File: src/rtl/uart_frame_ctrl_pkg.sv
// Shared types and constants for the UART hex-word framing controller.
package uart_frame_pkg;

  typedef enum logic [1:0] {
    IDLE    = 2'd0,
    COLLECT = 2'd1,
    HOLD    = 2'd2
  } state_e;

  localparam logic [7:0] ASCII_CR = 8'h0D;
  localparam int         DIG_W    = 4;   // bits per hex digit
  localparam int         WORD_W   = 32;  // assembled word width

endpackage

File: src/rtl/uart_frame_ctrl_hex_decode.sv
// Combinational ASCII classifier: hex digit value, hex flag and CR flag.
module hex_char_decode
  import uart_frame_pkg::*;
(
  input  logic [7:0]       byte_i,
  output logic [DIG_W-1:0] nibble_o,
  output logic             is_hex_o,
  output logic             is_cr_o
);

  // '0'..'9' carry their value in the low nibble; letters (either case) are low nibble + 9
  always_comb begin
    nibble_o = '0;
    is_hex_o = 1'b0;
    is_cr_o  = (byte_i == ASCII_CR);
    if (byte_i >= 8'h30 && byte_i <= 8'h39) begin
      nibble_o = byte_i[3:0];
      is_hex_o = 1'b1;
    end else if ((byte_i >= 8'h41 && byte_i <= 8'h46) ||
                 (byte_i >= 8'h61 && byte_i <= 8'h66)) begin
      nibble_o = byte_i[3:0] + 4'd9;
      is_hex_o = 1'b1;
    end
  end

endmodule

File: src/rtl/uart_frame_ctrl.sv
// UART hex-word framing controller: collects ASCII hex digits into a 32-bit
// word, terminates on digit count or CR, aborts on bad byte or inter-byte
// timeout, and offers the word on a valid/ready handshake.
// Optional byte echo toward a uart_tx is enabled by UART_FRAME_CTRL_ECHO_EN.
module uart_frame_ctrl
  import uart_frame_pkg::*;
#(
  parameter int NDIG          = 8,
  parameter int TIMEOUT_TICKS = 4096,
  parameter int TO_W          = 13
) (
  input  logic              clk,
  input  logic              reset,
  input  logic              s_tick,
  input  logic              rx_done_tick,
  input  logic [7:0]        rx_dout,
  output logic [WORD_W-1:0] word_data,
  output logic              word_valid,
  input  logic              word_ready,
  output logic [3:0]        digit_cnt,
  output logic              busy,
  output logic              err_char,
  output logic              err_timeout,
  output logic              overrun
`ifdef UART_FRAME_CTRL_ECHO_EN
  ,
  input  logic              tx_busy,
  output logic              tx_start,
  output logic [7:0]        tx_din
`endif
);

  localparam logic [3:0]      NDIG_C  = 4'(NDIG);
  localparam logic [TO_W-1:0] TO_LAST = TO_W'(TIMEOUT_TICKS - 1);

  state_e              state_q;
  logic [WORD_W-1:0]   shift_q, shift_d;
  logic [WORD_W-1:0]   word_data_q;
  logic [3:0]          digit_cnt_q, digit_cnt_d;
  logic [TO_W-1:0]     to_cnt_q;
  logic                word_valid_q;
  logic                err_char_q, err_to_q, overrun_q;

  logic [DIG_W-1:0]    nib;
  logic                is_hex, is_cr;

  hex_char_decode u_dec (
    .byte_i   (rx_dout),
    .nibble_o (nib),
    .is_hex_o (is_hex),
    .is_cr_o  (is_cr)
  );

  assign shift_d     = {shift_q[WORD_W-DIG_W-1:0], nib};
  assign digit_cnt_d = digit_cnt_q + 4'd1;

  // Frame sequencer: digit collection, termination, abort and hand-off
  always_ff @(posedge clk or negedge reset) begin
    if (!reset) begin
      state_q      <= IDLE;
      shift_q      <= '0;
      word_data_q  <= '0;
      digit_cnt_q  <= '0;
      to_cnt_q     <= '0;
      word_valid_q <= 1'b0;
      err_char_q   <= 1'b0;
      err_to_q     <= 1'b0;
      overrun_q    <= 1'b0;
    end else begin
      err_char_q <= 1'b0;
      err_to_q   <= 1'b0;
      overrun_q  <= 1'b0;
      case (state_q)
        IDLE: begin
          to_cnt_q <= '0;
          // CR and junk between frames are silently dropped
          if (rx_done_tick && is_hex) begin
            shift_q     <= {{(WORD_W-DIG_W){1'b0}}, nib};
            digit_cnt_q <= 4'd1;
            if (NDIG == 1) begin
              state_q      <= HOLD;
              word_data_q  <= {{(WORD_W-DIG_W){1'b0}}, nib};
              word_valid_q <= 1'b1;
            end else begin
              state_q <= COLLECT;
            end
          end
        end
        COLLECT: begin
          // A byte always beats a coincident timeout expiry
          if (rx_done_tick) begin
            to_cnt_q <= '0;
            if (is_hex) begin
              shift_q     <= shift_d;
              digit_cnt_q <= digit_cnt_d;
              if (digit_cnt_d == NDIG_C) begin
                state_q      <= HOLD;
                word_data_q  <= shift_d;
                word_valid_q <= 1'b1;
              end
            end else if (is_cr) begin
              state_q      <= HOLD;
              word_data_q  <= shift_q;
              word_valid_q <= 1'b1;
            end else begin
              err_char_q  <= 1'b1;
              shift_q     <= '0;
              digit_cnt_q <= '0;
              state_q     <= IDLE;
            end
          end else if (s_tick) begin
            if (to_cnt_q == TO_LAST) begin
              err_to_q    <= 1'b1;
              to_cnt_q    <= '0;
              shift_q     <= '0;
              digit_cnt_q <= '0;
              state_q     <= IDLE;
            end else begin
              to_cnt_q <= to_cnt_q + 1'b1;
            end
          end
        end
        HOLD: begin
          // Receiver cannot be stalled, so anything arriving now is lost
          if (rx_done_tick) overrun_q <= 1'b1;
          if (word_ready) begin
            word_valid_q <= 1'b0;
            digit_cnt_q  <= '0;
            shift_q      <= '0;
            state_q      <= IDLE;
          end
        end
        default: state_q <= IDLE;
      endcase
    end
  end

  assign word_data   = word_data_q;
  assign word_valid  = word_valid_q;
  assign digit_cnt   = digit_cnt_q;
  assign busy        = (state_q != IDLE);
  assign err_char    = err_char_q;
  assign err_timeout = err_to_q;
  assign overrun     = overrun_q;

`ifdef UART_FRAME_CTRL_ECHO_EN
  logic       echo_full_q;
  logic [7:0] echo_buf_q;
  logic [7:0] tx_din_q;
  logic       tx_start_q;
  logic       echo_take;
  logic       echo_launch;

  // Only bytes the framer actually consumes are echoed; CR counts only inside a frame
  assign echo_take   = rx_done_tick &&
                       (((state_q == IDLE) && is_hex) ||
                        ((state_q == COLLECT) && (is_hex || is_cr)));
  assign echo_launch = echo_full_q && !tx_busy;

  // Single-entry echo buffer; newest byte wins, launch copies into a stable tx_din
  always_ff @(posedge clk or negedge reset) begin
    if (!reset) begin
      echo_full_q <= 1'b0;
      echo_buf_q  <= '0;
      tx_din_q    <= '0;
      tx_start_q  <= 1'b0;
    end else begin
      tx_start_q <= echo_launch;
      if (echo_launch) tx_din_q <= echo_buf_q;
      if (echo_take) begin
        echo_buf_q  <= rx_dout;
        echo_full_q <= 1'b1;
      end else if (echo_launch) begin
        echo_full_q <= 1'b0;
      end
    end
  end

  assign tx_start = tx_start_q;
  assign tx_din   = tx_din_q;
`endif

endmodule

File: config.mk
export PLATFORM = sky130hd
export DESIGN_NAME = uart_frame_ctrl
export DESIGN_NICKNAME = d
export VERILOG_FILES = /design/src/rtl/uart_frame_ctrl_pkg.sv /design/src/rtl/uart_frame_ctrl_hex_decode.sv /design/src/rtl/uart_frame_ctrl.sv
export SDC_FILE = /design/constraint.sdc
export NUM_CORES = 1
export LEC_CHECK = 0
export ABC_AREA = 1
export ABC_CLOCK_PERIOD_IN_PS = 4930
export CAP_MARGIN = 0
export CORE_ASPECT_RATIO = 0.5
export CORE_MARGIN = 8
export CORE_UTILIZATION = 30
export CTS_BUF_LIST = sky130_fd_sc_hd__clkbuf_8 sky130_fd_sc_hd__clkbuf_16
export DETAILED_ROUTE_END_ITERATION = 16
export SKIP_LAST_GASP = 1
export SLEW_MARGIN = 20
export SYNTH_ARGS = -nofsm -noshare
export SYNTH_HDL_FRONTEND = slang
export SYNTH_HIERARCHICAL = 1
export SYNTH_SLANG_ARGS = --single-unit
File: constraint.sdc
create_clock -name clk -period 4.93 [get_ports clk]
set_input_delay 0.986 -clock clk [delete_from_list [all_inputs] [get_ports clk]]
set_output_delay 0.986 -clock clk [all_outputs]
set_load 0.05 [all_outputs]
==> flow_metrics.py <==
metrics = {
    "flow_run": {
        "cap_viol_max_count": 0,
    },
    "critical_path": {
        "worstSetupPathType": "input port to register",
        "r2r_slack_ns": 2.69,
        "cp_max_fo": 64,
        "arrival_ns": 4.09,
        "crit_path_end_kind": "register",
        "startpoint_type": "input port",
        "crit_required_ns": 5.17,
    },
    "clock_network": {
        "clock_sinks": 87,
        "clkTransAtPathRegs_ns": 0.06,
        "cts_made_buffers": 9,
        "hold_buffers": 0,
        "cts_buffer_depth": 2,
        "post-cts-setup-buffers": 0,
        "h-tree-depth": 3,
        "cts_resized": 0,
        "clock-root-buffer": "clkbuf_16",
        "cts_tree": "yes",
        "clk-insertion-delay-late_ns": 0.34,
    },
    "global_routing": {
        "grt_pass1_wl_mm": 19.7,
        "grt_max_degree": 65,
        "antenna_found_initial": 0,
        "overflow": 0,
        "grt_pass1_vias": 3898,
        "groute.usage.overall_pct": 11.9,
    },
    "timing": {
        "fin_tns_setup_ns": 0,
        "fmax_mhz": 260,
        "max_slew_margin_pct": 37.2,
        "drv_slew": 0,
        "min_period_ns": 3.85,
        "setup_violations": 0,
        "timing.final.ws_setup_ns": 1.08,
        "period_share_pct": 78.1,
        "rsz0062_at_grt": "false",
        "clock_skew_ns": 0.0116,
        "hold_viol": 0,
        "tightest_slew_ns": 0.939,
    },
    "place": {
        "numPortBuffers": 53,
        "post-place-ws_ns": 0.736,
        "hpwl_mm": 7.70,
        "place_congestion": 0.802,
    },
    "routing": {
        "via_count": 4014,
        "wl_mm": 11.3,
        "first_pass_iters": 4,
        "drt_iter0_markers": 268,
        "detail_route.wl_per_cell_um": 13.1,
        "drc": 0,
        "viasPerCell": 4.67,
        "final_antenna_net_count": 0,
    },
    "logic_synthesis": {
        "synth-seq-cells": 87,
        "synth_edf_count": 0,
        "synthTopCellsByCount": "nand2_1, dfrtp_1, nor2_1, inv_1, nand3_1",
        "yosysMostFrequentCell": "nand2_1",
        "synthTopCellsByArea": "dfrtp_1, nand2_1, nand3_1, nor2_1, inv_1",
        "yosysTopAreaCell": "dfrtp_1",
        "netlist.area_leader.share_pct": 47.0,
        "synth_area_um2": 4630,
        "ys_seq_area_share_pct": 47.0,
        "async_flop_share_pct": 100,
        "synth_nets": 633,
        "synth-main-ff-cell": "dfrtp_1",
        "synth_cells": 611,
        "syn_avg_cell_area_um2": 7.58,
        "synth_warnings": 6,
        "synth_cell_type_count": 34,
    },
    "layout": {
        "drive_gt1_share_pct": 5.64,
        "seq_area_um2": 2180,
        "multiInputGateArea_um2": 2070,
        "syn_to_final_growth_pct": 21.0,
        "diodes": 0,
        "fin_nets": 673,
        "nFillCells": 1596,
    },
    "die": {
        "core_area_um2": 15300,
        "dieArea_um2": 19900,
        "rows": 32,
        "dieWidth_um": 192,
        "die_y_um": 104,
        "start_util_pct": 30.3,
        "io_pins": 54,
    },
    "pwr": {
        "switching_share_pct": 36.4,
        "p_leak_nw": 2.52,
        "pwr-share-clk_pct": 34.6,
        "power.internal_mw": 1.28,
        "peakVddDrop_mv": 0.184,
        "power_frac_comb_pct": 27.2,
        "seq_power_share_pct": 38.2,
        "power.density_nw_per_um2": 359,
        "p_sw_uw": 732,
    },
    "outcome": {
        "status": "completed",
    },
    "min_path": {
        "hold_path_class": "register to register",
    },
}
power groups by stage:
stage	Combinational, mW	Sequential, mW	Clock, mW
after detailed placement	0.551	0.781	0
after global routing	0.607	0.773	0.752
after CTS	0.553	0.768	0.719
final	0.548	0.768	0.697
after floorplan	0.376	0.818	0
after global placement	0.553	0.781	0
final cells by class:
type                    instances  area share (%)
clock buffers                  10            4.27
clock inverters                 6            1.16
multi-input cells             432            36.9
repair buffers                 57            9.96
flip-flops and latches         87            38.9
well taps                     204            4.56
inverters                      64            4.29
through the flow:
step	instances	instance area (um2)	hold slack, ns	total power [mW]	util [%]
floorplan	611	4630	0.444	1.19	-
global placement	844	5300	0.457	1.33	34.7
detailed placement	844	5300	0.459	1.33	34.7
CTS	860	5600	0.475	2.04	36.7
global route	860	5600	0.511	2.13	36.7
finish	860	5600	0.473	2.01	36.7
path summary, 6_finish.rpt:
check                            from       endpoint  depth (start not counted)
max                        rx_dout[0]   word_data[5]                         12
min reg2reg                word_valid     word_valid                          2
min in group asynchronous       reset   word_data[0]                          1
max in group asynchronous       reset  word_data[22]                          2
max reg2reg                state_q[1]    shift_q[18]                          8
min                        word_valid     word_valid                          2
flip-flops by register name, indices dropped and copies added, names as in the netlist:
register / cells
shift_q: 32
err_char: 1
err_timeout: 1
to_cnt_q: 13
word_data: 32
word_valid: 1
overrun: 1
state_q: 2
digit_cnt: 4
cell families (layout without fill, tap and decap cells):
group,Yosys count,after routing,synth area share [%]
AO/OA/AOI/OAI,79,79,9.22
XOR/XNOR,3,3,0.568
adder cells (fa/ha/maj),9,9,2.43
buffers and inverters,92,137,8.43
flip-flops,87,87,47.0
multiplexers,4,4,0.865
AND/OR/NAND/NOR,337,337,31.5
critical path, stage by stage:
cell and delay, ns:
clkdlybuf4s50_1 0.53, inv_1 0.11, ha_1 0.22, nor2_1 0.11, o21ai_1 0.09, nand2_1 0.12, nand2_2 0.27, inv_2 0.45
nand2_1 0.16, nand2_1 0.11, nand2_2 0.52, o21ai_0 0.38
cells in the final DEF (no fill, tap or decap):
master	synthesis	layout
nand3_4	1	1
clkbuf_8	0	1
nand2_1	175	173
dfrtp_1	87	87
nand4_1	7	7
clkinv_2	0	2
nand3b_1	1	1
buf_4	3	5
inv_2	4	4
nor2_1	62	62
ha_1	9	9
a21oi_2	1	1
o21bai_1	2	2
xnor2_1	1	1
mux2i_1	4	4
nor4_1	3	3
a21oi_1	22	22
o21ai_0	42	42
o22ai_1	1	1
nand3_1	57	57
a21boi_0	3	3
inv_1	60	60
nor2_4	3	3
clkbuf_16	0	9
o21ai_1	3	3
clkdlybuf4s50_1	0	52
nor3_1	23	23
nor3_4	1	1
and3_1	1	1
nor3_2	1	1
bufinv_16	0	1
nand2_2	2	4
clkinvlp_4	0	1
xor2_1	2	2
o21ai_2	1	1
o21a_1	4	4
inv_6	0	2
per-layer routing:
metal | wire (um) | global-route usage, % | vias up
met4 | 119 | 3.11 | 0
met1 | 5690 | 16.6 | 1906
met5 | 0 | 0 | -
met3 | 402 | 2.38 | 10
li1 | - | - | 2036
met2 | 5040 | 18.3 | 62
(Power assumes the default switching activity.)
